==> src/rtl/wash_pkg.sv <==
// Shared types and constants for the wash cycle sequencer.
package wash_pkg;

   typedef enum logic [2:0] {
      S_IDLE,
      S_SOAK,
      S_WASH,
      S_RINSE,
      S_SPIN,
      S_GAP,
      S_DONE,
      S_FAULT
   } state_t;

   localparam logic [1:0] PH_SOAK  = 2'b00;
   localparam logic [1:0] PH_WASH  = 2'b01;
   localparam logic [1:0] PH_RINSE = 2'b10;
   localparam logic [1:0] PH_SPIN  = 2'b11;

   localparam logic [3:0] QUICK     = 4'b1000;
   localparam logic [3:0] NORMAL    = 4'b0100;
   localparam logic [3:0] HEAVY     = 4'b0010;
   localparam logic [3:0] SPIN_ONLY = 4'b0001;

   function automatic logic is_onehot4(input logic [3:0] m);
      return (m != 4'b0000) && ((m & (m - 4'd1)) == 4'b0000);
   endfunction

   function automatic logic is_phase(input state_t s);
      return s inside {S_SOAK, S_WASH, S_RINSE, S_SPIN};
   endfunction

   function automatic state_t phase_state(input logic [1:0] ph);
      case (ph)
         PH_SOAK:  return S_SOAK;
         PH_WASH:  return S_WASH;
         PH_RINSE: return S_RINSE;
         default:  return S_SPIN;
      endcase
   endfunction

endpackage

==> src/rtl/wash_watchdog.sv <==
// Stuck-timer watchdog: counts enabled cycles since the last clear and
// flags the cycle in which the count would reach WDOG_CYCLES.
module wash_watchdog #(
   parameter int WDOG_CYCLES = 1024
) (
   input  logic clk,
   input  logic rst,
   input  logic clr_i,
   input  logic en_i,
   output logic expire_o
);

   localparam int CW = $clog2(WDOG_CYCLES + 1);
   localparam logic [CW-1:0] LAST = CW'(WDOG_CYCLES - 1);

   logic [CW-1:0] cnt_q, cnt_d;

   // Clear wins over count; count holds when not enabled.
   always_comb begin
      cnt_d = cnt_q;
      if (clr_i)     cnt_d = '0;
      else if (en_i) cnt_d = cnt_q + CW'(1);
   end

   // Counter register.
   always_ff @(posedge clk) begin
      if (rst) cnt_q <= '0;
      else     cnt_q <= cnt_d;
   end

   assign expire_o = en_i & ~clr_i & (cnt_q == LAST);

endmodule

==> src/rtl/wash_cycle_sequencer.sv <==
// Wash program sequencer: latches the program, steps the phase timer and
// drives the actuators, door lock and status flags.
//
//   state | meaning
//   IDLE  | waiting for start, door unlocked
//   SOAK  | fill valve, timer running on phase 00
//   WASH  | valve + motor, phase 01
//   RINSE | valve + motor, phase 10
//   SPIN  | motor + drain, phase 11
//   GAP   | one idle cycle between phases, timer cleared
//   DONE  | program finished, DONE_HOLD cycles before unlocking
//   FAULT | invalid start or stuck timer, waits for fault_clr with mains
module wash_cycle_sequencer
   import wash_pkg::*;
#(
   parameter int WDOG_CYCLES = 1024,
   parameter int DONE_HOLD   = 4
) (
   input  logic       clk,
   input  logic       rst,
   input  logic       start,
   input  logic       mode1,
   input  logic       mode2,
   input  logic       mode3,
   input  logic       mode4,
   input  logic       power_on,
   input  logic       door_closed,
   input  logic       abort,
   input  logic       fault_clr,
   input  logic       timer_done_i,
   output logic       tmr_enable,
   output logic       tmr_power_on,
   output logic [1:0] tmr_phase_sel,
   output logic [3:0] tmr_mode,
   output logic       valve_open,
   output logic       motor_on,
   output logic       drain_on,
   output logic       door_lock,
   output logic       busy,
   output logic       cycle_done,
   output logic       fault
);

   localparam int HW = $clog2(DONE_HOLD + 1);

   state_t        state_q, state_d;
   logic [1:0]    phase_q, phase_d;
   logic [3:0]    mode_q, mode_d;
   logic          last_q, last_d;
   logic [HW-1:0] hold_q, hold_d;

   logic tmr_enable_q, tmr_power_on_q, valve_q, motor_q, drain_q;
   logic door_lock_q, busy_q, cycle_done_q, fault_q;

   logic       run_ok, in_phase, wd_expire;
   logic [3:0] mode_in;

   assign run_ok   = power_on & door_closed;
   assign mode_in  = {mode1, mode2, mode3, mode4};
   assign in_phase = is_phase(state_q);

   // Watchdog is cleared whenever we are outside a phase, so it restarts at
   // every phase entry and freezes while mains or door drop out.
   wash_watchdog #(.WDOG_CYCLES(WDOG_CYCLES)) u_wdog (
      .clk      (clk),
      .rst      (rst),
      .clr_i    (~in_phase),
      .en_i     (in_phase & run_ok),
      .expire_o (wd_expire)
   );

   // Next-state logic; phase_q already points at the upcoming phase while in GAP.
   always_comb begin
      state_d = state_q;
      phase_d = phase_q;
      mode_d  = mode_q;
      last_d  = last_q;
      hold_d  = hold_q;
      case (state_q)
         S_IDLE: begin
            if (start && run_ok) begin
               if (is_onehot4(mode_in)) begin
                  mode_d = mode_in;
                  last_d = 1'b0;
                  if (mode_in == SPIN_ONLY) begin
                     state_d = S_SPIN;
                     phase_d = PH_SPIN;
                  end else begin
                     state_d = S_SOAK;
                     phase_d = PH_SOAK;
                  end
               end else begin
                  state_d = S_FAULT;
               end
            end
         end
         S_SOAK, S_WASH, S_RINSE, S_SPIN: begin
            if (abort) begin
               state_d = S_IDLE;
            end else if (wd_expire) begin
               state_d = S_FAULT;
            end else if (timer_done_i) begin
               state_d = S_GAP;
               last_d  = (state_q == S_SPIN);
               if (state_q != S_SPIN) phase_d = phase_q + 2'd1;
            end
         end
         S_GAP: begin
            if (abort) begin
               state_d = S_IDLE;
            end else if (last_q) begin
               state_d = S_DONE;
               hold_d  = HW'(DONE_HOLD - 1);
            end else begin
               state_d = phase_state(phase_q);
            end
         end
         S_DONE: begin
            if (abort || hold_q == '0) state_d = S_IDLE;
            else                       hold_d  = hold_q - HW'(1);
         end
         S_FAULT: begin
            if (fault_clr && power_on) state_d = S_IDLE;
         end
         default: state_d = S_IDLE;
      endcase
      // Returning to IDLE drops the latched program so the timer sees a clean bus.
      if (state_d == S_IDLE) begin
         phase_d = PH_SOAK;
         mode_d  = '0;
      end
   end

   // State and registered outputs, all derived from the state being entered.
   always_ff @(posedge clk) begin
      if (rst) begin
         state_q        <= S_IDLE;
         phase_q        <= PH_SOAK;
         mode_q         <= '0;
         last_q         <= 1'b0;
         hold_q         <= '0;
         tmr_enable_q   <= 1'b0;
         tmr_power_on_q <= 1'b0;
         valve_q        <= 1'b0;
         motor_q        <= 1'b0;
         drain_q        <= 1'b0;
         door_lock_q    <= 1'b0;
         busy_q         <= 1'b0;
         cycle_done_q   <= 1'b0;
         fault_q        <= 1'b0;
      end else begin
         state_q        <= state_d;
         phase_q        <= phase_d;
         mode_q         <= mode_d;
         last_q         <= last_d;
         hold_q         <= hold_d;
         tmr_enable_q   <= is_phase(state_d);
         tmr_power_on_q <= is_phase(state_d) & run_ok;
         valve_q        <= run_ok & (state_d inside {S_SOAK, S_WASH, S_RINSE});
         motor_q        <= run_ok & (state_d inside {S_WASH, S_RINSE, S_SPIN});
         drain_q        <= run_ok & (state_d == S_SPIN);
         door_lock_q    <= (state_d != S_IDLE);
         busy_q         <= (state_d != S_IDLE);
         cycle_done_q   <= (state_d == S_DONE);
         fault_q        <= (state_d == S_FAULT);
      end
   end

   assign tmr_enable    = tmr_enable_q;
   assign tmr_power_on  = tmr_power_on_q;
   assign tmr_phase_sel = phase_q;
   assign tmr_mode      = mode_q;
   assign valve_open    = valve_q;
   assign motor_on      = motor_q;
   assign drain_on      = drain_q;
   assign door_lock     = door_lock_q;
   assign busy          = busy_q;
   assign cycle_done    = cycle_done_q;
   assign fault         = fault_q;

endmodule

==> config.mk <==
export PLATFORM = sky130hd
export DESIGN_NAME = wash_cycle_sequencer
export DESIGN_NICKNAME = d
export VERILOG_FILES = /design/src/rtl/wash_pkg.sv /design/src/rtl/wash_watchdog.sv /design/src/rtl/wash_cycle_sequencer.sv
export SDC_FILE = /design/constraint.sdc
export NUM_CORES = 1
export LEC_CHECK = 0
export ABC_AREA = 1
export CAP_MARGIN = 20
export CORE_ASPECT_RATIO = 1.4
export CORE_MARGIN = 5
export CORE_UTILIZATION = 24
export DETAILED_ROUTE_END_ITERATION = 16
export PLACE_DENSITY = 0.56
export RECOVER_POWER = 100
export SYNTH_ARGS = -nofsm -noshare
export SYNTH_HDL_FRONTEND = slang
export SYNTH_SLANG_ARGS = --single-unit
==> constraint.sdc <==
create_clock -name clk -period 1.5 [get_ports clk]
set_input_delay 0.45 -clock clk [delete_from_list [all_inputs] [get_ports clk]]
set_output_delay 0.45 -clock clk [all_outputs]
set_load 0.05 [all_outputs]
Word level (Yosys, flattened, before mapping)

Index checks and enable logic that the tools add are counted.

Word-level logic and storage cells: 109
Output and inout bits: 15
Input bits: 12
Bits in registers: 32

Mux-type cells: 30
Equality and inequality tests: 27
Reduce and logical (&&, ||, !) cells: 24
Bitwise gates (word level): 10
$add $sub $neg: 4

Operator list:

| operator                                               | count |
|---|---|
| two-way mux 3 bit                                      | 13 |
| equality test 3 bit (second input constant)            | 7 |
| != test 2 bit (second input constant)                  | 9 |
| one-hot mux 3 bit (5 select lines)                     | 1 |
| two-way mux 2 bit                                      | 7 |
| equality test 3 x 2 -> 1 bit (second input constant)   | 4 |
| nonzero test 4 bit                                     | 3 |
| adder 11 x 1 -> 11 bit (second input constant)         | 1 |
| equality test 11 x 10 -> 1 bit (second input constant) | 1 |
| logical NOT 3 bit                                      | 3 |
| one-hot mux 3 bit (3 select lines)                     | 1 |
| nonzero test 3 bit                                     | 3 |
| bitwise AND 1 bit                                      | 8 |
| AND reduction 7 bit                                    | 1 |
| equality test 3 x 1 -> 1 bit (second input constant)   | 2 |
| one-hot mux 3 bit (2 select lines)                     | 1 |
| AND reduction 6 bit                                    | 1 |
| two-way mux 1 bit                                      | 5 |
| bitwise AND 4 bit                                      | 1 |
| equality test 4 x 1 -> 1 bit (second input constant)   | 1 |
| logical NOT 4 bit                                      | 1 |
| one-hot mux 2 bit (2 select lines)                     | 1 |
| AND reduction 4 bit                                    | 1 |
| nonzero test 2 bit                                     | 2 |
| 14 further kinds                                       | 17 |

Longest topological paths before layout

Gate-level depths: netlist of the first run.

Word-level depth: 11
Depth in mapped cells: 13
Gate-level depth less buffers: 13

Hierarchy

Synthesis of the first run repeated with hierarchy kept, for this count alone.

Cells, all modules: 264
Area, all modules: 1,871.8 sq um

Modules (own cells, without submodules):

| module               | area each (sq um) | times used | cells each | sequential area each (sq um) |
|---|---|---|---|---|
| wash_cycle_sequencer | 1,318.8           | 1          | 187        | 420.4 |
| wash_watchdog        | 553.0             | 1          | 77         | 220.2 |

Worst setup path after synthesis of the first run

Ideal clock, no wire load.

Path type: reg2reg
Start point: reg phase_q[0], in the netlist tmr_phase_sel[0]
End point: reg phase_q[0], in the netlist tmr_phase_sel[0]
Required time: 1,391 ps
Path slack: -260 ps
Setup time: 109 ps
Stages on the path, launching flop included: 8
Period minus slack after synthesis: 1,760 ps
Data arrival time: 1,651 ps
Path buffers: 0
Path through: dfxtp_1 ha_1 o211ai_1 nand4_2 nand2_1 nand3_4 nand2_1 inv_1

Word-level cells in the longest chain between the ends: 7

Ends and longest elaborated chain:

| element                                     | RTL line                    | source |
|---|---|---|
| start: declaration                          | wash_cycle_sequencer.sv:47  | `logic [1:0] phase_q, phase_d;` |
| start signal: assignment                    | wash_cycle_sequencer.sv:153 | `phase_q <= phase_d;` |
| equality test 2 bit (tied with other cells) | wash_pkg.sv:34              | `case (ph)` |
| one-hot mux 3 bit (3 select lines)          | wash_pkg.sv:34              |  |
| two-way mux 3 bit                           | wash_cycle_sequencer.sv:111 | `end else if (last_q) begin` |
| two-way mux 3 bit                           | wash_cycle_sequencer.sv:109 | `if (abort) begin` |
| one-hot mux 3 bit (5 select lines)          | wash_cycle_sequencer.sv:79  | `case (state_q)` |
| logical NOT 3 bit                           | wash_cycle_sequencer.sv:128 | `if (state_d == S_IDLE) begin` |
| OR reduction 2 bit (no source line)         | --                          |  |

Parallel ways exist; a longest one is shown, timed or not. The select of a mux whose other input is x is not followed.
A chain may end at the register's enable or synchronous reset.

Worst setup path in the final report of the first run

Start point: reg state_q[1]
End point: reg tmr_enable_q, in the netlist tmr_enable

Word-level cells in the longest chain between the ends: 10

Ends and longest elaborated chain:

| element                                              | RTL line                                   | source |
|---|---|---|
| start: declaration                                   | wash_cycle_sequencer.sv:46                 | `state_t state_q, state_d;` |
| start signal: assignment                             | wash_cycle_sequencer.sv:152                | `state_q <= state_d;` |
| equality test 3 x 1 -> 1 bit (tied with other cells) | wash_pkg.sv:30, wash_cycle_sequencer.sv:79 |  |
| nonzero test 4 bit                                   | wash_pkg.sv:30                             | `return s inside {S_SOAK, S_WASH, S_RINSE, S_SPIN};` |
| bitwise AND 1 bit                                    | wash_cycle_sequencer.sv:68                 | `.en_i (in_phase & run_ok),` |
| bitwise AND 1 bit (2 in a row)                       | wash_watchdog.sv:31                        | `assign expire_o = en_i & ~clr_i & (cnt_q == LAST);` |
| two-way mux 3 bit                                    | wash_cycle_sequencer.sv:100                | `end else if (wd_expire) begin` |
| two-way mux 3 bit                                    | wash_cycle_sequencer.sv:98                 | `if (abort) begin` |
| one-hot mux 3 bit (5 select lines) (*)               | wash_cycle_sequencer.sv:79                 |  |
| equality test 3 x 1 -> 1 bit (tied with other cells) | wash_pkg.sv:30                             |  |
| nonzero test 4 bit (*)                               | wash_pkg.sv:30                             |  |
| end signal: assignment                               | wash_cycle_sequencer.sv:157                | `tmr_enable_q <= is_phase(state_d);` |
| end: declaration                                     | wash_cycle_sequencer.sv:52                 | `logic tmr_enable_q, tmr_power_on_q, valve_q, motor_q, drain_q;` |

Mark *: on every way between the ends. The rest lies on a longest branch, timed or not.

==> metrics.txt, run 1 <==
outcome complete, but fails checks; failing checks setup timing; P_sw ~570 uW; Routed WL 4.68 mm; Flop pwr share 43.6%; CTS H-tree lvls 2; WP data required 1.72 ns; clock sink total 32; switching portion of total power 28.1%; Worst-path clk slew about 0.07 ns; core area about 6900 sq um; top cell type's share of synthesized area 37.7%; LEAKAGE approximately 1.3 nW; via count between 1500 and 2000; final hold violations 0; end of the worst hold path hold_q[2]; final setup vio count 17; Post-Syn Instances ~230; Max Cap Viol 0; Worst Hold Launch hold_q[2]; placed insts 397; post-synth cell types 35; unrepaired setup endpoints after global routing true; Antenna Nets Post-Route 0; worst path arrival time ~1.8 ns; wire per inst about 11 um; Die Y 110 um; DP Wirelength ~3.5 mm; GR Overflow Total 0; Startpoint Class flop; overall power about 2.0 mW; clock buffer depth 2; Site Rows 36; number of global-route vias before repair around 1800; RR Endpoint tmr_enable; Slew Limit Fails 0; Final period util 107%; asr flop ratio synth 0%; Reg2Reg Depth 10; clock latency on the worst-skew pair approximately 0.28 ns; TritonCTS clock tree yes; class of the worst hold path reg -> reg; Critical R2R Launch state_q[1]; largest fanout on the critical path 6; Most used DFF post-synth dfxtp_1; post-synthesis sequential element count 32; Avg Inst Size Synth approximately 7.4 sq um; Crit. End Element flop; antenna violations before repair 0; hold buffer count at CTS 0; I/O Buffers 26; DRC violations left 0; Crit Path Category reg -> reg; Boundary Pins 27; GPL Wtd Cong around 0.77; number of antenna diodes 0; Chip Width approximately 80 um; EDFF count, synth 0; yosys warns 0; Syn Nets 245; minimum clock period ~1.6 ns; share of layout cells above drive strength 1 a little over half; cell count of the worst hold path 1; combinational share of power a little under a fifth; DRT iter0 DRCs slightly above 60; worst vdd ir approximately 430 uV; commonest cells in the netlist nand2_1, inv_1, dfxtp_1; r2r setup slk -0.11 ns; first-pass GRT wire length 7.90 mm; Synth area leader dfxtp_1; Post-Layout Cell Count slightly above 400; Vias/cell 4.23; gr usage total a little under an eighth; largest net degree at the start of global routing 11; clk_skew around 0.0045 ns; Tightest Pin Transition 0.307 ns; Mapped Area 1700 sq um; die area a little under 9000 sq um; Syn-to-layout area delta 68.6%; Num CTS Buffers 5; sequential share of the synthesized area a little under two fifths; synth top area cells dfxtp_1, nand2_1, inv_1; post-route setup slack -0.111 ns; post-layout net count approximately 330; Slew headroom between 70% and 80%; PD cells 703 nW/um^2; Max Freq roughly 620 MHz; CTS root buf clkbuf_8; Pint 1.45 mW; Starting Density between 20% and 30%; drt pass-1 iters 4; clock power share between 30 and 40%; most common cell in the netlist nand2_1; # fillers between 700 and 800
## routing by layer
| layer | up-vias | part of all wire [%] | wire length (um) | global-route usage (%) |
|---|---|---|---|---|
| met5 | - | 0 | 0 | 0 |
| met4 | 0 | 1.9 | 87 | 3.74 |
| met3 | 8 | 3.1 | 147 | 2.70 |
| met2 | 27 | 57 | 2650 | 20.9 |
| met1 | 799 | 38 | 1790 | 12.3 |
| li1 | 918 | - | - | - |
## per-stage QoR
stage / setup slack (ns) / utilization (%) / hold WS, ns / cell area [sq um] / TNS, ns
after floorplan: 0.00220 / - / 0.412 / 1710 / 0
after global routing: -0.203 / 41.3 / 0.490 / 2870 / -2.87
after global placement: -0.559 / 37.5 / 0.423 / 2600 / -12.34
after CTS: -0.0914 / 41.3 / 0.446 / 2860 / -1.13
after detailed placement: -0.610 / 37.5 / 0.435 / 2600 / -13.16
final: -0.111 / 41.3 / 0.445 / 2870 / -1.11
## timing repair
action,4_1_cts,5_1_grt
pin swaps,29,43
resized for setup,41,61
setup endpoints to repair,29,27
cloned,0,0
buffers inserted,5,6
## cells by family after synthesis
logic type / Yosys count / share of synthesized area, %
compound gates: 38 / 13.6
flops: 32 / 37.7
fa+ha+maj: 4 / 2.95
buf+inv: 41 / 9.43
xor+xnor: 1 / 0.516
simple gates: 113 / 35.8
## critical path, cell delays in order, from the launching register on
cell	delay (ns)
dfxtp_4	0.39
o21ai_4	0.22
nand2_8	0.09
nand2_8	0.10
o21bai_4	0.06
nand3_2	0.08
buf_4	0.11
nand3_2	0.07
nor2_4	0.16
nand3_4	0.12
a21oi_2	0.15
## how the worst max path moves through the flow
stage               startpoint               end  slack (ns)  depth (start not counted)
finish              state_q[1]        tmr_enable       -0.11                         10
global route        state_q[1]  tmr_phase_sel[0]       -0.20                         10
CTS                 state_q[1]  tmr_phase_sel[1]       -0.09                         10
detailed placement       mode4  tmr_phase_sel[1]       -0.61                         13
global placement         mode4  tmr_phase_sel[0]       -0.56                         13
floorplan                mode1  tmr_phase_sel[0]       0.002                         12
## cell type report
| cell class | count | area [sq um] | area share [%] |
|---|---|---|---|
| Clock buffer | 7 | 97.6 | 3.41 |
| Clock inverter | 1 | 5.00 | 0.175 |
| Inverter | 40 | 164 | 5.72 |
| Multi-Input combinational cell | 156 | 1160 | 40.4 |
| Sequential cell | 32 | 657 | 22.9 |
| Tap cell | 95 | 119 | 4.15 |
| Timing Repair Buffer | 83 | 664 | 23.2 |
## power by group through the flow
stage | logic [mW] | registers (mW) | clock network [mW]
after CTS | 0.372 | 0.882 | 0.768
after global placement | 0.348 | 0.900 | 0
after global routing | 0.414 | 0.880 | 0.816
final | 0.384 | 0.878 | 0.751
after detailed placement | 0.350 | 0.901 | 0
after floorplan | 0.148 | 0.925 | 0
## cell usage in the layout (no fill, tap or decap), types with 5 or more instances in the layout
master and instances:
a21oi_1 8, a21oi_2 5, buf_4 50, buf_6 6, clkbuf_2 14, clkbuf_8 5, dfxtp_1 25, dlygate4sd2_1 7
inv_1 24, inv_2 11, nand2_1 41, nand2_2 10, nand3_1 9, nand3_2 7, nor2_1 9, nor2_2 6
nor2_4 6, o21ai_0 8, o21ai_1 5
## state kept, by name, summed over array words and instances (netlist names)
name and flops:
hold_q 3, busy 1, tmr_mode 4, tmr_power_on 1, tmr_enable 1, valve_open 1, cycle_done 1, u_wdog.cnt_q 11
state_q 3, motor_on 1, tmr_phase_sel 2, fault 1, drain_on 1, last_q 1
Note: power is estimated with default switching activity, not from simulation.
==> run 2, diff against run 1 <==
Settings changed: CORE_UTILIZATION 24 to 48, PLACE_DENSITY 0.56 to 0.88, SLEW_MARGIN set to 25.
==> metrics.txt, run 2 (synthesized netlist as in run 1, its figures left out) <==
WP data required 1.73 ns (about the same); Crit Path Category reg -> reg; final hold violations 0 (unchanged); RR Endpoint tmr_mode[2]; number of antenna diodes 0 (unchanged); Stages on worst setup path 11 (+1); antenna violations before repair 0 (unchanged); share of layout cells above drive strength 1 53.1% (+0.79 points); Final period util 113% (+5.9 points); Slew Limit Fails 0 (unchanged); Worst path top cell family by delay simple AND/OR/NAND/NOR gates; via count 2039 (+16%); drt pass-1 iters 4 (unchanged); Max Cap Viol 0 (unchanged); Worst Hold Launch hold_q[2]; Worst-path clk slew 0.07 ns (about the same); most frequent cells in the layout buf_4, nand2_1, dfxtp_1; Post-Layout Cell Count 358 (-14%); minimum clock period 1.70 ns (+0.0879 ns); DRC violations left 0 (unchanged); Routed WL 6.93 mm (+48%); Top reg by flops u_wdog.cnt_q; max FFs per register 11 (unchanged); Tightest Pin Transition 0.440 ns (+0.134 ns); post-route setup slack -0.199 ns (-0.0879 ns); slowest CP cell dfxtp_2; Starting Density 49.8% (+25 points); crit-path max cell delay 0.36 ns (-0.03 ns); clock sink total 32 (unchanged); clk_skew 0.00891 ns (+0.00443 ns); TritonCTS clock tree yes; most common cell after layout, fill and taps aside buf_4; post-route cell area 2790 sq um (-2.7%); Antenna Nets Post-Route 0 (unchanged); failing checks setup timing; clock latency on the worst-skew pair 0.29 ns (about the same); worst path arrival time 1.93 ns (+0.10 ns); wire per inst 19.4 um (+71%); Num CTS Buffers 5 (unchanged); outcome complete, but fails checks; number of global-route vias before repair 2040 (+14%); Max Freq 589 MHz (-5.2%); Chip Width 60.3 um (-26%); Die Y 80.4 um (-27%); DRT iter0 DRCs 109 (+79%); post-layout net count 334 (unchanged); Slew headroom 70.6% (-8.9 points); crit-path most repeated cell nand3_4; Site Rows 25 (-31%); largest fanout on the critical path 7 (+1); GPL Wtd Cong 0.943 (+23%); Reg2Reg Depth 11 (+1); Crit. End Element flop; Critical path origin u_wdog.cnt_q[0]; Placed Area 2470 sq um (-5.0%); Boundary Pins 27 (unchanged); first-pass GRT wire length 9.32 mm (+18%); DP Wirelength 3.65 mm (+5.3%); Cell Chain, Critical Path ha_4 -> inv_4 -> nor2_4 -> nand3_4 -> o21bai_2 -> nand3_2 -> nand4_1 -> nand2_2 -> nand3_4 -> nand2_1 -> inv_1; class of the worst hold path reg -> reg; I/O Buffers 26 (unchanged); gr usage total 26.2% (+15 points); core area 3410 sq um (-51%); overall power 1.93 mW (-4.1%); Bufs and invs on worst path 2 (+1); CTS root buf clkbuf_8; CTS H-tree lvls 2 (unchanged); Syn-to-layout area delta 64.1%; placed insts 332 (-16%); die area 4850 sq um (-45%); LEAKAGE 1.24 nW (-2.0%); setup tns final -2.74 ns (-1.63 ns); worst vdd ir 733 uV (+69%); PD cells 692 nW/um^2 (-1.5%); Vias/cell 5.70 (+35%); hold buffer count at CTS 0 (unchanged); final setup vio count 27 (+10); Critical R2R Launch u_wdog.cnt_q[0]; Worst Setup EP tmr_mode[2]; largest net degree at the start of global routing 10 (-1); clock buffer depth 2 (unchanged); unrepaired setup endpoints after global routing true; r2r setup slk -0.20 ns (-0.09 ns); GR Overflow Total 0 (unchanged); Startpoint Class flop
==> run 2: changes by cell type in the layout (fill, tap and decap cells not counted), sizes merged <==
| cell | previous run | this run |
|---|---|---|
| clkdlybuf4s15 | 1 | 0 |
| inv | 39 | 38 |
| clkinvlp | 0 | 1 |
| clkbuf | 21 | 19 |
| dlygate4sd2 | 7 | 9 |
==> run 2: timing repair <==
item / CTS / global route
endpoints found under the setup margin: 30 / 29
buffers inserted: 6 / 13
gates cloned: 0 / 0
gates resized for setup: 50 / 52
endpoints found under the hold margin: 0 / 0
pin swaps: 28 / 22
==> run 2: worst min-delay path by stage <==
| stage | slack, ns | to | cells after the start |
|---|---|---|---|
| 2_1_floorplan | 0.41 | hold_q[2] | 1 |
| 3_3_place_gp | 0.42 | hold_q[2] | 1 |
| 3_5_place_dp | 0.43 | hold_q[2] | 1 |
| 4_1_cts | 0.44 | hold_q[2] | 1 |
| 5_1_grt | 0.49 | hold_q[2] | 1 |
| 6_report | 0.44 | hold_q[2] | 1 |
==> run 2: report_power, final <==
| group | leakage [nW] | total, mW | switching (mW) | internal, mW |
|---|---|---|---|---|
| registers | 0.263 | 0.880 | 0.0175 | 0.863 |
| logic | 0.934 | 0.415 | 0.252 | 0.162 |
| clock network | 0.0410 | 0.635 | 0.320 | 0.315 |
==> run 2: through the flow <==
stage,util [%],hold slack (ns),worst slack [ns]
floorplan,-,0.412,0.00220
global placement,72.5,0.423,-0.514
global route,81.8,0.486,-0.355
finish,81.8,0.441,-0.199
detailed placement,72.5,0.433,-0.607
CTS,80.4,0.441,-0.0662
==> run 2: area by class of cell <==
type | count | area (sq um)
well taps | 40 | 50.0
fillers | 175 | 621
repair buffers | 83 | 676
flip-flops and latches | 32 | 657
clock inverters | 1 | 5.00
multi-input cells | 156 | 1160
clock buffers | 6 | 72.6
inverters | 40 | 165
==> run 2: routing by layer <==
metal  vias to the layer above  wire [um]  track usage [%]
li1                        919          -                -
met1                       977       2260             23.2
met2                        95       3800             49.2
met3                        48        395             7.40
met4                         0        481             16.2
met5                         -          0                0
